==> src/rtl/design_36_result_fifo_if.sv <==
// Result buffer bus: producer strobe, consumer valid/ready handshake, status and sum.
// Ports (signals):
//   in_valid/in_data      producer result strobe and value
//   out_valid/out_ready   head-entry handshake; out_data is the head value
//   count/full/empty      occupancy status
//   overflow              sticky drop flag
//   sum_clr/sum           running-sum clear and value (sum is 0 when not built)
// Modports: slave = buffer side, master = producer/consumer side.
interface design_36_result_fifo_if #(
  parameter int unsigned W     = 10,
  parameter int unsigned DEPTH = 4
);
  localparam int unsigned CW = $clog2(DEPTH) + 1;

  logic          in_valid;
  logic [W-1:0]  in_data;
  logic          out_valid;
  logic          out_ready;
  logic [W-1:0]  out_data;
  logic [CW-1:0] count;
  logic          full;
  logic          empty;
  logic          overflow;
  logic          sum_clr;
  logic [W+7:0]  sum;

  modport slave (
    input  in_valid, in_data, out_ready, sum_clr,
    output out_valid, out_data, count, full, empty, overflow, sum
  );

  modport master (
    output in_valid, in_data, out_ready, sum_clr,
    input  out_valid, out_data, count, full, empty, overflow, sum
  );
endinterface

==> src/rtl/design_36_result_fifo.sv <==
// Output buffer for the design_36 datapath: captures each valid result into a
// circular FIFO and presents it first-word fall-through over valid/ready.
// The producer cannot be stalled, so results arriving while full (and with no
// pop that edge) are dropped and flagged in a sticky overflow bit.
// Ports:
//   clk    rising-edge clock
//   rst    asynchronous active-high reset; clears storage, pointers and flags
//   bus    design_36_result_fifo_if.slave (see interface header)
// Optional feature macro: DESIGN_36_RESULT_FIFO_SUM_EN builds a running sum of
// popped results; otherwise sum is tied to 0 and sum_clr is ignored.
module design_36_result_fifo #(
  parameter int unsigned W     = 10,
  parameter int unsigned DEPTH = 4
) (
  input  logic                    clk,
  input  logic                    rst,
  design_36_result_fifo_if.slave  bus
);

  localparam int unsigned AW = $clog2(DEPTH);
  localparam int unsigned CW = AW + 1;
  localparam int unsigned SW = W + 8;

  logic [W-1:0]  mem_q [DEPTH];
  logic [AW-1:0] wp_q, wp_d;
  logic [AW-1:0] rp_q, rp_d;
  logic [CW-1:0] count_q, count_d;
  logic          overflow_q, overflow_d;

  logic full_c, empty_c, push_c, pop_c;

  // Status decodes of the occupancy counter.
  assign full_c  = (count_q == CW'(DEPTH));
  assign empty_c = (count_q == CW'(0));

  // A pop frees a slot in the same edge, so a full buffer still accepts then.
  assign pop_c  = !empty_c && bus.out_ready;
  assign push_c = bus.in_valid && (!full_c || pop_c);

  // Pointer, count and sticky-overflow next state.
  always_comb begin
    wp_d       = wp_q;
    rp_d       = rp_q;
    count_d    = count_q;
    overflow_d = overflow_q;
    if (push_c) wp_d = wp_q + AW'(1);
    if (pop_c)  rp_d = rp_q + AW'(1);
    if (push_c && !pop_c)      count_d = count_q + CW'(1);
    else if (pop_c && !push_c) count_d = count_q - CW'(1);
    if (bus.in_valid && full_c && !pop_c) overflow_d = 1'b1;
  end

  // Control state registers.
  always_ff @(posedge clk or posedge rst) begin
    if (rst) begin
      wp_q       <= '0;
      rp_q       <= '0;
      count_q    <= '0;
      overflow_q <= 1'b0;
    end else begin
      wp_q       <= wp_d;
      rp_q       <= rp_d;
      count_q    <= count_d;
      overflow_q <= overflow_d;
    end
  end

  // Storage; reset to zero so out_data reads 0 after reset.
  always_ff @(posedge clk or posedge rst) begin
    if (rst) begin
      for (int i = 0; i < int'(DEPTH); i++) mem_q[i] <= '0;
    end else if (push_c) begin
      mem_q[wp_q] <= bus.in_data;
    end
  end

  assign bus.out_data  = mem_q[rp_q];
  assign bus.out_valid = !empty_c;
  assign bus.count     = count_q;
  assign bus.full      = full_c;
  assign bus.empty     = empty_c;
  assign bus.overflow  = overflow_q;

`ifdef DESIGN_36_RESULT_FIFO_SUM_EN
  logic [SW-1:0] sum_q, sum_d;

  // Clear wins over accumulation, but a coincident pop still lands its value.
  always_comb begin
    sum_d = sum_q;
    if (bus.sum_clr) sum_d = pop_c ? SW'(bus.out_data) : '0;
    else if (pop_c)  sum_d = sum_q + SW'(bus.out_data);
  end

  always_ff @(posedge clk or posedge rst) begin
    if (rst) sum_q <= '0;
    else     sum_q <= sum_d;
  end

  assign bus.sum = sum_q;
`else
  logic sum_clr_unused;
  assign sum_clr_unused = bus.sum_clr;
  assign bus.sum        = SW'(0);
`endif

endmodule

==> src/flat_wrapper.sv <==
// flat-port wrapper written by rule: the top's interface ports become plain ports
module design_36_result_fifo_flat 
#(
  parameter int unsigned W     = 10,
  parameter int unsigned DEPTH = 4
)
  (clk, rst, bus_in_valid, bus_in_data, bus_out_ready, bus_sum_clr, bus_out_valid, bus_out_data, bus_count, bus_full, bus_empty, bus_overflow, bus_sum);
  design_36_result_fifo_if #(.W(W), .DEPTH(DEPTH)) bus_i ();
  input  logic clk;
  input  logic rst;
  input wire logic [$bits(bus_i.in_valid)-1:0] bus_in_valid;
  input wire logic [$bits(bus_i.in_data)-1:0] bus_in_data;
  input wire logic [$bits(bus_i.out_ready)-1:0] bus_out_ready;
  input wire logic [$bits(bus_i.sum_clr)-1:0] bus_sum_clr;
  output wire logic [$bits(bus_i.out_valid)-1:0] bus_out_valid;
  output wire logic [$bits(bus_i.out_data)-1:0] bus_out_data;
  output wire logic [$bits(bus_i.count)-1:0] bus_count;
  output wire logic [$bits(bus_i.full)-1:0] bus_full;
  output wire logic [$bits(bus_i.empty)-1:0] bus_empty;
  output wire logic [$bits(bus_i.overflow)-1:0] bus_overflow;
  output wire logic [$bits(bus_i.sum)-1:0] bus_sum;
  assign bus_i.in_valid = bus_in_valid;
  assign bus_i.in_data = bus_in_data;
  assign bus_i.out_ready = bus_out_ready;
  assign bus_i.sum_clr = bus_sum_clr;
  assign bus_out_valid = bus_i.out_valid;
  assign bus_out_data = bus_i.out_data;
  assign bus_count = bus_i.count;
  assign bus_full = bus_i.full;
  assign bus_empty = bus_i.empty;
  assign bus_overflow = bus_i.overflow;
  assign bus_sum = bus_i.sum;
  design_36_result_fifo #(.W(W), .DEPTH(DEPTH)) u_core (.clk(clk), .rst(rst), .bus(bus_i));
endmodule
==> config.mk <==
export PLATFORM = sky130hd
export DESIGN_NAME = design_36_result_fifo_flat
export DESIGN_NICKNAME = d
export VERILOG_FILES = /design/src/rtl/design_36_result_fifo_if.sv /design/src/rtl/design_36_result_fifo.sv /design/src/flat_wrapper.sv
export SDC_FILE = /design/constraint.sdc
export NUM_CORES = 1
export LEC_CHECK = 0
export ABC_AREA = 1
export CORE_UTILIZATION = 44
export DETAILED_ROUTE_END_ITERATION = 12
export GPL_TIMING_DRIVEN = 0
export PLACE_DENSITY_LB_ADDON = 0.2
export REMOVE_ABC_BUFFERS = 1
export SYNTH_ARGS = -nofsm -noshare
export SYNTH_HDL_FRONTEND = slang
export SYNTH_SLANG_ARGS = --single-unit
==> constraint.sdc <==
create_clock -name clk -period 2.7 [get_ports clk]
set_input_delay 0.54 -clock clk [delete_from_list [all_inputs] [get_ports clk]]
set_output_delay 0.54 -clock clk [all_outputs]
set_load 0.005 [all_outputs]
### After elaboration in Yosys (flattened, before gate mapping)

Index checks and enable logic that the tools add are counted.

* add/sub/neg operators: 4
* $lt $le $gt $ge: 3
* eq/ne operators: 1
* mux-type cells: 8
* bitwise operators: 2
* reduce and logical (&&, ||, !) cells: 14

Operators by type and width (count)
* $bwmux W40: 1
* $mux W10: 3
* $bmux W10 S2: 1
* $demux W10 S2: 1
* $logic_and A1 B1 Y1: 7
* $ge A3 B3 Y1 const B: 2
* $mux W3: 2
* $not A2 Y3: 2
* $add A2 B1 Y2 const B: 2
* $logic_not A1 Y1: 4
* $add A3 B1 Y3 const B: 1
* $eq A3 B3 Y1 const B: 1
* $logic_not A3 Y1: 1
* $lt A3 B1 Y1 const B: 1
* $sub A3 B1 Y3 const B: 1
* $reduce_bool A2 Y1: 1
* $logic_or A1 B1 Y1: 1

* register bits: 48
* input bits: 15
* output and inout bits: 35
* logic and storage cells: 40

### Longest topological paths before layout

Gate-level depths: netlist (run 1).

* depth in word-level cells: 9
* mapped depth: 12
* depth with buffers taken out: 11

### Worst setup path after synthesis (run 1)

OpenSTA, ideal clock, no wires.

* kind: reg-to-reg
* start point: reg u_core.count_q[0], in the netlist u_core.bus.count[0]
* end point: reg u_core.count_q[1], in the netlist u_core.bus.count[1]
* library setup time: 125 ps
* arrival: 1843 ps
* required time: 2575 ps
* setup slack: 733 ps
* cell stages (with the launch flop): 10
* path buffers: 1
* clock period less this slack: 1967 ps
* cell sequence: dfrtp_1 > nor2_2 > nand3_2 > buf_6 > nand2_2 > inv_1 > ha_1 > inv_1 > fa_1 > mux2_2

* elaborated cells between the ends (all ways): 16
* those cells by class: 2 x add/sub; 1 x eq/ne; 2 x mux; 11 x reduce/logical

RTL lines
* start, declared: RTL line design_36_result_fifo.sv:27 `logic [CW-1:0] count_q, count_d;`
* start signal, assigned: RTL line design_36_result_fifo.sv:63 `count_q <= count_d;`
* $logic_not A3 Y1: RTL line design_36_result_fifo.sv:34 `assign empty_c = (count_q == CW'(0));`
* $logic_not A1 Y1: RTL line design_36_result_fifo.sv:37 `assign pop_c = !empty_c && bus.out_ready;`
* $logic_and A1 B1 Y1: RTL line design_36_result_fifo.sv:37
* $logic_or A1 B1 Y1 (*): RTL line design_36_result_fifo.sv:38 `assign push_c = bus.in_valid && (!full_c || pop_c);`
* $logic_and A1 B1 Y1 (*): RTL line design_36_result_fifo.sv:38
* net u_core.push_c: RTL line design_36_result_fifo.sv:30 `logic full_c, empty_c, push_c, pop_c;`
* $logic_and A1 B1 Y1 (*): RTL line design_36_result_fifo.sv:48 `if (push_c && !pop_c) count_d = count_q + CW'(1);`
* $mux W3 (*): RTL line design_36_result_fifo.sv:48
* net u_core.count_d[1]: RTL line design_36_result_fifo.sv:27

The timed path passes the listed nets; every way through them passes the cells marked *. The select of a mux whose other input is x is not followed.
A chain may end at the register's enable or synchronous reset.

### Worst setup path after layout (run 1)

* start point: in bus_out_ready
* end point: reg u_core.count_q[1], in the netlist u_core.bus.count[1]

* elaborated cells between the ends (all ways): 9
* those cells by class: 1 x mux; 8 x reduce/logical

RTL lines
* start, declared: RTL line flat_wrapper.sv:13 `input wire logic [$bits(bus_i.out_ready)-1:0] bus_out_ready;`
* $logic_and A1 B1 Y1: RTL line design_36_result_fifo.sv:37
* $logic_or A1 B1 Y1: RTL line design_36_result_fifo.sv:38
* $logic_and A1 B1 Y1: RTL line design_36_result_fifo.sv:38
* net u_core.push_c: RTL line design_36_result_fifo.sv:30
* $logic_and A1 B1 Y1: RTL line design_36_result_fifo.sv:48
* $mux W3: RTL line design_36_result_fifo.sv:48
* net u_core.count_d[1]: RTL line design_36_result_fifo.sv:27

The timed path passes the listed nets, and every way through them passes these cells.

==> impl_results.rst, run 1 <==
.. list-table::
   :header-rows: 1

   * - Metric
     - Value
   * - Max stage delay cell, worst path
     - sky130_fd_sc_hd__clkdlybuf4s50_1
   * - Synth Cell Area
     - 2574 um2
   * - Result of the run
     - completed
   * - Post-synthesis sequential area ratio
     - 46.67%
   * - Number of H-tree levels
     - 2
   * - R2R Setup Slk
     - 190 ps
   * - Per-cell via count in the routed design
     - 5.519
   * - Routability cong.
     - 0.7166
   * - Pin count of the biggest net entering global routing
     - 48
   * - Sum of overflow across all layers after global routing
     - 0
   * - Critical Path Sink Type
     - flip-flop
   * - Final worst slack
     - 177.2 ps
   * - Max-slew headroom
     - 32.13%
   * - Clock insertion delay at the later pin of the skew report
     - 310 ps
   * - Worst-path fanout max
     - 24
   * - Transition time at the pin with the least slew margin
     - 1018 ps
   * - Clock Tree Buf Depth
     - 2
   * - First-pass GRT wire length
     - 10.05 mm
   * - Detailed-route via count
     - 2180
   * - Worst-case vdd ir drop
     - 0.0006080 V
   * - Capture point of the worst reg-to-reg path
     - u_core.bus.count[1]
   * - DIE AREA
     - 6159 um2
   * - Most prevalent standard cell on the critical path
     - sky130_fd_sc_hd__inv_1
   * - Area overhead of the layout relative to synthesis
     - 13.86%
   * - WL final
     - 6.562 mm
   * - Pre-CTS worst setup slack
     - -712.5 ps
   * - Worst-path clk slew
     - 90 ps
   * - Number of antenna violations at the first check in global routing
     - 0
   * - Synth Instances
     - 301
   * - Initial standard-cell utilization of the core
     - 46.17%
   * - Library cell occupying the most area in the post-synthesis netlist
     - sky130_fd_sc_hd__dfrtp_1
   * - Total DRC errors in the routed layout
     - 0
   * - Number of global-route vias before repair
     - 2020
   * - Synthesized area per cell
     - 8.551 um2
   * - Routed wire per std cell
     - 16.61 um
   * - Number of diodes added for antenna fixing
     - 0
   * - HP Class
     - in2async
   * - Top-count cell post-synth
     - sky130_fd_sc_hd__nand2_1
   * - Post-layout min period
     - 2523 ps
   * - Longest individual stage delay on the worst path
     - 410 ps
   * - FF+latch count, synth
     - 48
   * - Post-DRT Antenna Nets
     - 0
   * - CTS Root Buffer Type
     - sky130_fd_sc_hd__clkbuf_8
   * - Net switching component of the power
     - 1.410 mW
   * - Sequential share of power
     - 38.8%
   * - Worst Path Arrival
     - 2730 ps
   * - Number of iterations in the first detailed-routing pass
     - 4
   * - Power density relative to cell area
     - 1172 nW/um2
   * - Worst Path Required
     - 2900 ps
   * - CTS buffer count
     - 5
   * - Critical path cell sequence
     - clkdlybuf4s50_1 > inv_1 > nand3_4 > nand2_2 > inv_1 > ha_1 > inv_1 > fa_1 > mux2_2
   * - Relative contribution of the clock network to total power
     - 13.3%
   * - Critical Path Start Type
     - input pin
   * - Proportion of netlist area held by the largest area contributor
     - 46.67%
   * - Number of hold buffers added after CTS
     - 0
   * - Number of setup violations in the final report
     - 0
   * - Count of filler cells inserted in the layout
     - 566
   * - Sw frac
     - 41.05%
   * - Number of enable flip-flop cells after synthesis
     - 0
   * - Relative contribution of combinational cells to total power
     - 47.9%
   * - Leakage dissipation
     - 1.409 nW
   * - Placeable Area
     - 5574 um2
   * - Yosys synthesis warning count
     - 0
   * - Leading cell types by total area after synthesis
     - sky130_fd_sc_hd__dfrtp_1, sky130_fd_sc_hd__nand2_1, sky130_fd_sc_hd__nand4_1
   * - Overall power consumption
     - 3.435 mW
   * - DIE HEIGHT
     - 78.48 um
   * - Prevailing post-synth register cell
     - sky130_fd_sc_hd__dfrtp_1
   * - Die X
     - 78.48 um
   * - Port bufs
     - 30
   * - Synth top cells by count
     - sky130_fd_sc_hd__nand2_1, sky130_fd_sc_hd__dfrtp_1, sky130_fd_sc_hd__nand4_1
   * - Count of pins over their slew limit
     - 0
   * - Number of cell rows
     - 27
   * - Cell-internal power
     - 2.025 mW
   * - Global-route total usage across every layer
     - 21.72%
   * - Max Clk Rate
     - 396.4 MHz
   * - HPWL reported at the end of detailed placement
     - 3.546 mm
   * - Clock tree from TritonCTS
     - yes
   * - Share of layout cells above drive strength 1
     - 7.121%
   * - Initial DRC count
     - 215
   * - Min Hold Slack
     - 469.9 ps
   * - Max-cap violations
     - 0
   * - Unrepaired setup endpoints after global routing
     - false
   * - Layout Skew
     - 4.818 ps
   * - Hold Fails Final Rpt
     - 0
   * - Synth cell types
     - 26
   * - Nets
     - 343
   * - Share of the clock period used by the worst path after layout
     - 93.44%
   * - Number of ports placed on the die boundary
     - 50
   * - Clock tree sinks
     - 48
   * - Crit Reg-Reg Startpoint
     - u_core.bus.count[0]
   * - Worst Reg-to-Reg Cells
     - 8
   * - Fraction of synthesis flops using an asynchronous set or reset pin
     - 100.0%
   * - Critical setup path kind
     - in2reg
==> sequential cells by signal (all words and copies together), names as in the netlist <==
| register | count |
|---|---|
| u_core.mem_q | 40 |
| u_core.bus.count | 3 |
| u_core.rp_q | 2 |
| u_core.wp_q | 2 |
| u_core.bus.overflow | 1 |
==> layout by cell type (no fill, tap or decap), types with 2 or more instances in the layout <==
cell / netlist / layout
sky130_fd_sc_hd__ha_1: 5 / 5
sky130_fd_sc_hd__clkinvlp_4: 0 / 2
sky130_fd_sc_hd__xor2_1: 2 / 2
sky130_fd_sc_hd__nand2_1: 90 / 90
sky130_fd_sc_hd__inv_2: 0 / 2
sky130_fd_sc_hd__nand3_4: 4 / 5
sky130_fd_sc_hd__nor2_1: 20 / 20
sky130_fd_sc_hd__clkbuf_8: 0 / 6
sky130_fd_sc_hd__dfrtp_1: 48 / 47
sky130_fd_sc_hd__clkbuf_1: 6 / 2
sky130_fd_sc_hd__o21ai_0: 21 / 21
sky130_fd_sc_hd__nand4_1: 40 / 40
sky130_fd_sc_hd__clkdlybuf4s50_1: 0 / 29
sky130_fd_sc_hd__inv_1: 12 / 9
sky130_fd_sc_hd__o22ai_1: 10 / 10
sky130_fd_sc_hd__conb_1: 1 / 18
sky130_fd_sc_hd__xnor2_1: 2 / 2
==> metal layers <==
layer / global-route usage (%) / wire length [um]
met5: 0 / 0
met4: 7.037 / 88
met3: 4.302 / 337
met2: 35.96 / 3188
met1: 28.45 / 2948
==> metrics by stage <==
step                      cell area (um2)  TNS (ps)  cells  util (%)
after global placement               2781    -17560    383     49.90
final                                2930         0    395     52.57
after global routing                 2930         0    395     52.57
after detailed placement             2796     -2428    384     50.17
after floorplan                      2391         0    281         -
after CTS                            2909         0    393     52.19
==> final cells by class <==
class                      instances  area (um2)  share of cell area, %
timing repair inverter             1       7.507                 0.2562
sequential                        48        1205                  41.12
inverter                          12       48.80                  1.665
tap                               72       90.09                  3.074
clock buffer                       8       90.09                  3.074
multi-input combinational        222        1162                  39.67
timing repair buffer              32       326.6                  11.14
==> timing repair <==
item | CTS | global route
gates cloned | 1 | 1
setup buffers | 0 | 1
endpoints found under the setup margin | 12 | 6
resized for setup | 5 | 1
==> worst max-delay path: cells and delay by family <==
family / cells / cell delay (ps)
fa+ha+maj: 2 / 610
buf+inv: 4 / 750
mux: 1 / 270
simple gates: 2 / 550
==> cell families after synthesis <==
kind of cell / after synthesis / synth area share (%)
AOI/OAI and AO/OA: 32 / 6.806
xor gates and xnor gates: 4 / 1.361
adders and majority gates: 6 / 3.209
buffers and inverters: 49 / 11.33
DFF: 48 / 46.67
muxes: 1 / 0.4375
other: 1 / 0.1457
and+or+nand+nor: 160 / 30.04
==> how the worst max path moves through the flow <==
| stage | from | to | slack (ps) | cells after the start |
|---|---|---|---|---|
| global route | u_core.bus.count[0] | u_core.bus.count[1] | 30 | 8 |
| finish | bus_out_ready | u_core.bus.count[1] | 180 | 9 |
| CTS | bus_out_ready | u_core.bus.count[1] | 50 | 9 |
| global placement | bus_in_valid | u_core.bus.count[1] | -960 | 7 |
| detailed placement | bus_out_ready | u_core.bus.count[1] | -710 | 9 |
| floorplan | u_core.bus.count[0] | u_core.bus.count[1] | 160 | 8 |
==> power groups by stage <==
stage	sequential (mW)	combinational, mW	clock, mW
after global routing	1.37	1.84	0.492
after detailed placement	1.34	1.57	0
after global placement	1.32	1.54	0
after floorplan	1.26	0.913	0
after CTS	1.34	1.59	0.470
final	1.33	1.65	0.455
Power figures use the tool's default switching activity.
==> inputs of run 2 (changes only) <==
--- a/config.mk
+++ b/config.mk
@@ -6,7 +6,11 @@
 export NUM_CORES = 1
 export LEC_CHECK = 0
 export ABC_AREA = 1
-export CORE_UTILIZATION = 44
+export CELL_PAD_IN_SITES_DETAIL_PLACEMENT = 1
+export CELL_PAD_IN_SITES_GLOBAL_PLACEMENT = 2
+export CORE_ASPECT_RATIO = 1.2
+export CORE_MARGIN = 3
+export CORE_UTILIZATION = 31
 export DETAILED_ROUTE_END_ITERATION = 12
 export GPL_TIMING_DRIVEN = 0
 export PLACE_DENSITY_LB_ADDON = 0.2
==> impl_results.rst, run 2 (synthesis results as in run 1) <==
.. list-table::
   :header-rows: 1

   * - Metric
     - Value
   * - Worst Path Arrival
     - 2750 ps (+20 ps)
   * - Power density relative to cell area
     - 1204 nW/um2 (+2.7%)
   * - Area of combinational cells with multiple inputs
     - 1162 um2 (unchanged)
   * - Placeable Area
     - 7883 um2 (+41%)
   * - HP Class
     - reg2reg
   * - Result of the run
     - completed
   * - Critical Path Sink Type
     - flip-flop
   * - Die X
     - 89.18 um (+14%)
   * - Number of antenna violations at the first check in global routing
     - 0 (unchanged)
   * - WL final
     - 7.760 mm (+18%)
   * - Global-route total usage across every layer
     - 16.74% (-5.0 points)
   * - DIE AREA
     - 9437 um2 (+53%)
   * - HPWL reported at the end of detailed placement
     - 4.435 mm (+25%)
   * - Routability cong.
     - 0.7249 (+1.2%)
   * - Clock Tree Buf Depth
     - 2 (unchanged)
   * - Buffer and inverter count on the worst path
     - 4 (unchanged)
   * - Worst-path clk slew
     - 90 ps (about the same)
   * - Instance area at placement
     - 2841 um2 (+1.6%)
   * - Number of diodes added for antenna fixing
     - 0 (unchanged)
   * - Detailed-route via count
     - 2122 (-2.7%)
   * - Number of iterations in the first detailed-routing pass
     - 4 (unchanged)
   * - Register ranked first by flip-flop count
     - u_core.mem_q
   * - Worst-path fanout max
     - 24 (unchanged)
   * - Area used by sequential logic in the layout
     - 1206 um2 (+0.10%)
   * - Max-cap violations
     - 0 (unchanged)
   * - Clock insertion delay at the later pin of the skew report
     - 300 ps (about the same)
   * - Routed wire per std cell
     - 18.56 um (+12%)
   * - Number of setup violations in the final report
     - 0 (unchanged)
   * - Most prevalent standard cell on the critical path
     - sky130_fd_sc_hd__inv_1
   * - Number of ports placed on the die boundary
     - 50 (unchanged)
   * - Number of cell rows
     - 35 (+30%)
   * - Number of global-route vias before repair
     - 2169 (+7.4%)
   * - Port bufs
     - 30 (unchanged)
   * - Initial standard-cell utilization of the core
     - 32.65% (-14 points)
   * - Share of the clock period used by the worst path after layout
     - 94.59% (+1.2 points)
   * - DIE HEIGHT
     - 105.8 um (+35%)
   * - Number of H-tree levels
     - 2 (unchanged)
   * - Total DRC errors in the routed layout
     - 0 (unchanged)
   * - Overall power consumption
     - 3.644 mW (+6.1%)
   * - First-pass GRT wire length
     - 12.21 mm (+22%)
   * - Most common library cell in the layout ignoring fill and taps
     - sky130_fd_sc_hd__nand2_1
   * - Leakage dissipation
     - 1.446 nW (+2.6%)
   * - Family with the most delay on the worst path
     - buffers and inverters
   * - Most frequent cells in the layout
     - sky130_fd_sc_hd__nand2_1, sky130_fd_sc_hd__dfrtp_1, sky130_fd_sc_hd__nand4_1
   * - Count of pins over their slew limit
     - 0 (unchanged)
   * - Number of hold buffers added after CTS
     - 0 (unchanged)
   * - Initial DRC count
     - 88 (-59%)
   * - Clock tree sinks
     - 48 (unchanged)
   * - Worst-case vdd ir drop
     - 0.0004968 V (-18%)
   * - Longest individual stage delay on the worst path
     - 420 ps (about the same)
   * - Max Clk Rate
     - 391.6 MHz (-1.2%)
   * - Critical Path Start Type
     - input pin
   * - Sum of overflow across all layers after global routing
     - 0 (unchanged)
   * - Max stage delay cell, worst path
     - sky130_fd_sc_hd__clkdlybuf4s50_1
   * - Post-route setup TNS
     - 0 ps (unchanged)
   * - Nets
     - 346 (+0.87%)
   * - CTS Root Buffer Type
     - sky130_fd_sc_hd__clkbuf_8
   * - Post-layout min period
     - 2554 ps (+31.14 ps)
   * - Count of filler cells inserted in the layout
     - 958 (+69%)
   * - Worst Path Required
     - 2900 ps (about the same)
   * - Critical setup path kind
     - in2reg
   * - Share of layout cells above drive strength 1
     - 8.896% (+1.8 points)
   * - Clock tree from TritonCTS
     - yes
   * - Hold Fails Final Rpt
     - 0 (unchanged)
   * - Max-slew headroom
     - 56.77% (+25 points)
   * - Critical path cell sequence
     - clkdlybuf4s50_1 > inv_1 > nand3_4 > nand2_2 > inv_1 > ha_1 > inv_1 > fa_1 > mux2_2
   * - Pre-CTS worst setup slack
     - -785.9 ps (-73.42 ps)
   * - Post-DRT Antenna Nets
     - 0 (unchanged)
   * - Per-cell via count in the routed design
     - 5.077 (-8.0%)
   * - Area overhead of the layout relative to synthesis
     - 17.65%
   * - Pin count of the biggest net entering global routing
     - 34 (-29%)
   * - CTS buffer count
     - 5 (unchanged)
   * - Final worst slack
     - 146.1 ps (-31.14 ps)
   * - Layout Skew
     - 7.046 ps (+2.228 ps)
   * - Final instance area
     - 3028 um2 (+3.3%)
   * - Flip-flop count of the largest register, all copies and words added
     - 40 (unchanged)
   * - Transition time at the pin with the least slew margin
     - 648.5 ps (-369.7 ps)
   * - Unrepaired setup endpoints after global routing
     - false
[run 2: final cells by class]
cell class                 count  share of cell area, %
clock buffer                   7                  3.182
clock inverter                 1                 0.9917
timing repair inverter         1                 0.2479
inverter                      12                  1.612
multi-input combinational    222                  38.39
tap                           92                  3.802
timing repair buffer          35                  11.94
sequential                    48                  39.83
[run 2: per-stage QoR]
stage               hold slack (ps)  std cells  utilization [%]
global placement              448.8        403            35.60
detailed placement            453.6        405            36.05
floorplan                     436.6        281                -
CTS                           476.5        415            38.06
finish                        471.4        418            38.41
global route                  499.0        418            38.41
[run 2: per-layer routing]
layer	routed length [um]	track usage [%]	share of wire, %
met3	174	2.424	2.2
met2	3927	28.03	51
met4	46	2.553	0.59
met5	0	0	0
met1	3611	23.09	47
[run 2: timing repair]
item | in CTS | in global routing
setup endpoints to repair | 12 | 9
gates resized for setup | 6 | 1
buffers inserted | 0 | 3
cloned | 2 | 0
pin swaps | 0 | 0
endpoints found under the hold margin | 0 | 0
[run 2: final timing paths]
path	startpoint	slack, ps	cells past startpoint	endpoint
worst max-delay path	bus_out_ready	150	9	u_core.bus.count[1]
worst min-delay path	u_core.mem_q[14]	470	2	u_core.mem_q[14]
worst max register to register	u_core.bus.count[0]	190	8	u_core.bus.count[1]
worst min register to register	u_core.mem_q[14]	470	2	u_core.mem_q[14]
max in group asynchronous	rst	1650	3	u_core.rp_q[1]
min in group asynchronous	rst	530	2	u_core.wp_q[0]
[run 2: tightest hold or removal path, cell delays in order (launching register included)]
cell and delay, ps:
sky130_fd_sc_hd__dfrtp_1 350, sky130_fd_sc_hd__nand2_1 50, sky130_fd_sc_hd__nand2_1 50
[run 2: power by group]
group / internal (mW) / switching [mW]
combinational: 0.780 / 0.938
clock: 0.328 / 0.259
sequential: 1.06 / 0.282
total: 2.17 / 1.48
==> inputs of run 3 (changes only) <==
--- a/config.mk
+++ b/config.mk
@@ -10,7 +10,7 @@
 export CELL_PAD_IN_SITES_GLOBAL_PLACEMENT = 2
 export CORE_ASPECT_RATIO = 1.2
 export CORE_MARGIN = 3
-export CORE_UTILIZATION = 31
+export CORE_UTILIZATION = 33
 export DETAILED_ROUTE_END_ITERATION = 12
 export GPL_TIMING_DRIVEN = 0
 export PLACE_DENSITY_LB_ADDON = 0.2
==> constraint.sdc (replaced) <==
create_clock -name clk -period 3.2 [get_ports clk]
set_input_delay 0.64 -clock clk [delete_from_list [all_inputs] [get_ports clk]]
set_output_delay 0.64 -clock clk [all_outputs]
set_load 0.005 [all_outputs]
==> impl_results.rst, run 3 (synthesis results as in run 1) <==
.. list-table::
   :header-rows: 1

   * - Metric
     - Value
   * - Result of the run
     - completed
   * - Worst-path fanout max
     - 23 (-4.2%)
   * - Worst Path Required
     - 2560 ps (-340 ps)
   * - Worst Path Arrival
     - 2240 ps (-510 ps)
   * - Setup crit start
     - u_core.rp_q[0]
   * - Final worst slack
     - 321.2 ps (+175.1 ps)
   * - Power density relative to cell area
     - 992.8 nW/um2 (-18%)
   * - Clock tree from TritonCTS
     - yes
   * - Number of global-route vias before repair
     - 2254 (+3.9%)
   * - Min-Delay Startpoint
     - u_core.mem_q[24]
   * - Final instance area
     - 2985 um2 (-1.4%)
   * - Initial DRC count
     - 125 (+42%)
   * - Utilization after layout
     - 40.33% (+1.9 points)
   * - Clock insertion delay at the later pin of the skew report
     - 290 ps (about the same)
   * - Layout Skew
     - 7.294 ps (+0.2482 ps)
   * - Global-route total usage across every layer
     - 16.96% (+0.22 points)
   * - Number of antenna violations at the first check in global routing
     - 0 (unchanged)
   * - First-pass GRT wire length
     - 11.79 mm (-3.4%)
   * - End point of the worst hold path
     - u_core.mem_q[24]
   * - Transition time at the pin with the least slew margin
     - 639.8 ps (-8.616 ps)
   * - Detailed-route via count
     - 2092 (-1.4%)
   * - DIE HEIGHT
     - 102.7 um (-2.9%)
   * - Count of filler cells inserted in the layout
     - 898 (-6.3%)
   * - Number of hold buffers added after CTS
     - 0 (unchanged)
   * - HPWL reported at the end of detailed placement
     - 4.336 mm (-2.2%)
   * - Count of pins over their slew limit
     - 0 (unchanged)
   * - Die X
     - 86.62 um (-2.9%)
   * - Area overhead of the layout relative to synthesis
     - 15.99%
   * - Per-cell via count in the routed design
     - 5.078 (about the same)
   * - Post-DRT Antenna Nets
     - 0 (unchanged)
   * - Max stage delay cell, worst path
     - sky130_fd_sc_hd__dfrtp_2
   * - Number of ports placed on the die boundary
     - 50 (unchanged)
   * - Nets
     - 342 (-1.2%)
   * - Register ranked first by flip-flop count
     - u_core.mem_q
   * - Flip-flop count of the largest register, all copies and words added
     - 40 (unchanged)
   * - Placed instance count
     - 403 (-0.49%)
   * - Worst-case vdd ir drop
     - 0.0003773 V (-24%)
   * - Worst Reg-to-Reg Cells
     - 8 (unchanged)
   * - Post-layout min period
     - 2879 ps
   * - Placeable Area
     - 7402 um2 (-6.1%)
   * - Routed wire per std cell
     - 17.14 um (-7.7%)
   * - Routability cong.
     - 0.7032 (-3.0%)
   * - Capture point of the worst reg-to-reg path
     - u_core.bus.count[1]
   * - Most common library cell in the layout ignoring fill and taps
     - sky130_fd_sc_hd__nand2_1
   * - Number of cell rows
     - 34 (-2.9%)
   * - Critical path cell sequence
     - clkinvlp_4 > o21ai_0 > o22ai_1 > clkdlybuf4s50_1
   * - Instance area at placement
     - 2839 um2 (about the same)
   * - Unrepaired setup endpoints after global routing
     - false
   * - Cell Count, Final, Fillers Out
     - 412 (-1.4%)
   * - Clock tree sinks
     - 48 (unchanged)
   * - Total DRC errors in the routed layout
     - 0 (unchanged)
   * - Number of iterations in the first detailed-routing pass
     - 4 (unchanged)
   * - Number of setup violations in the final report
     - 0 (unchanged)
   * - Number of diodes added for antenna fixing
     - 0 (unchanged)
   * - DIE AREA
     - 8899 um2 (-5.7%)
   * - Pin count of the biggest net entering global routing
     - 48 (+41%)
   * - Pre-CTS worst setup slack
     - -426.7 ps (+359.2 ps)
   * - Setup Buffers After CTS
     - 0 (unchanged)
   * - WL final
     - 7.061 mm (-9.0%)
   * - Share of layout cells above drive strength 1
     - 7.143% (-1.8 points)
   * - CTS buffer count
     - 5 (unchanged)
   * - Worst-path clk slew
     - 90 ps (about the same)
   * - Worst hold path stage count
     - 2 (unchanged)
   * - Max Clk Rate
     - 347.4 MHz
   * - Number of H-tree levels
     - 2 (unchanged)
   * - Critical Path Sink Type
     - primary output
   * - Port bufs
     - 30 (unchanged)
   * - Leakage dissipation
     - 1.430 nW (-1.0%)
   * - Longest individual stage delay on the worst path
     - 710 ps (+290 ps)
   * - R2R Setup Slk
     - 570 ps (+380 ps)
   * - Clock Tree Buf Depth
     - 2 (unchanged)
   * - Max-slew headroom
     - 57.34% (+0.57 points)
   * - Critical setup path kind
     - reg2out
   * - Sum of overflow across all layers after global routing
     - 0 (unchanged)
   * - HP Class
     - reg2reg
   * - CTS Root Buffer Type
     - sky130_fd_sc_hd__clkbuf_8
   * - Share of the clock period used by the worst path after layout
     - 89.96%
   * - Min Hold Slack
     - 470.2 ps (-1.173 ps)
   * - Crit Reg-Reg Startpoint
     - u_core.bus.count[0]
   * - Initial standard-cell utilization of the core
     - 34.77% (+2.1 points)
   * - Critical Path Start Type
     - flip-flop
   * - Max-cap violations
     - 0 (unchanged)
   * - Hold Fails Final Rpt
     - 0 (unchanged)
   * - Most frequent cells in the layout
     - sky130_fd_sc_hd__nand2_1, sky130_fd_sc_hd__dfrtp_1, sky130_fd_sc_hd__nand4_1
[run 3: through the flow]
step           setup TNS [ps]  power (mW)
2_1_floorplan               0       1.832
3_3_place_gp            -5172       2.474
3_5_place_dp           -700.9       2.512
4_1_cts                     0       3.002
5_1_grt                     0       3.251
6_report                    0       2.964
[run 3: worst max-delay path by stage]
| stage | slack (ps) | end |
|---|---|---|
| after floorplan | 560 | u_core.bus.count[1] |
| after global placement | -650 | u_core.bus.count[1] |
| after detailed placement | -430 | u_core.bus.count[1] |
| after CTS | 100 | bus_out_data[2] |
| after global routing | 190 | bus_out_data[8] |
| final | 320 | bus_out_data[8] |
[run 3: per-layer routing]
| metal | vias up | global-route usage (%) | routed length, um |
|---|---|---|---|
| met5 | - | 0 | 0 |
| met4 | 0 | 3.357 | 36 |
| met1 | 1036 | 22.08 | 3156 |
| li1 | 1018 | - | - |
| met2 | 36 | 29.98 | 3675 |
| met3 | 2 | 2.558 | 193 |
[run 3: power breakdown]
part | internal (mW) | total (mW) | leakage [nW] | switching (mW)
sequential | 0.888 | 1.13 | 0.594 | 0.245
clock | 0.276 | 0.478 | 0.0645 | 0.202
combinational | 0.627 | 1.35 | 0.773 | 0.725
[run 3: final cells by class]
cell class / count / area, um2 / share of cell area (%)
inverter: 12 / 48.80 / 1.635
sequential: 48 / 1202 / 40.28
multi-input combinational: 221 / 1152 / 38.60
clock buffer: 7 / 96.34 / 3.227
tap: 90 / 112.6 / 3.772
timing repair inverter: 1 / 7.507 / 0.2515
timing repair buffer: 32 / 335.3 / 11.23
clock inverter: 1 / 30.03 / 1.006
[run 3: what timing repair did]
item                                    4_1_cts  5_1_grt
resized for setup                             2        2
endpoints found under the setup margin       11        7
cloned                                        0        1
[run 3: worst max-delay path: cells and delay by family (launching register included)]
| kind | cells | cell delay [ps] |
|---|---|---|
| compound gates | 2 | 380 |
| flops | 1 | 710 |
| buf+inv | 2 | 840 |
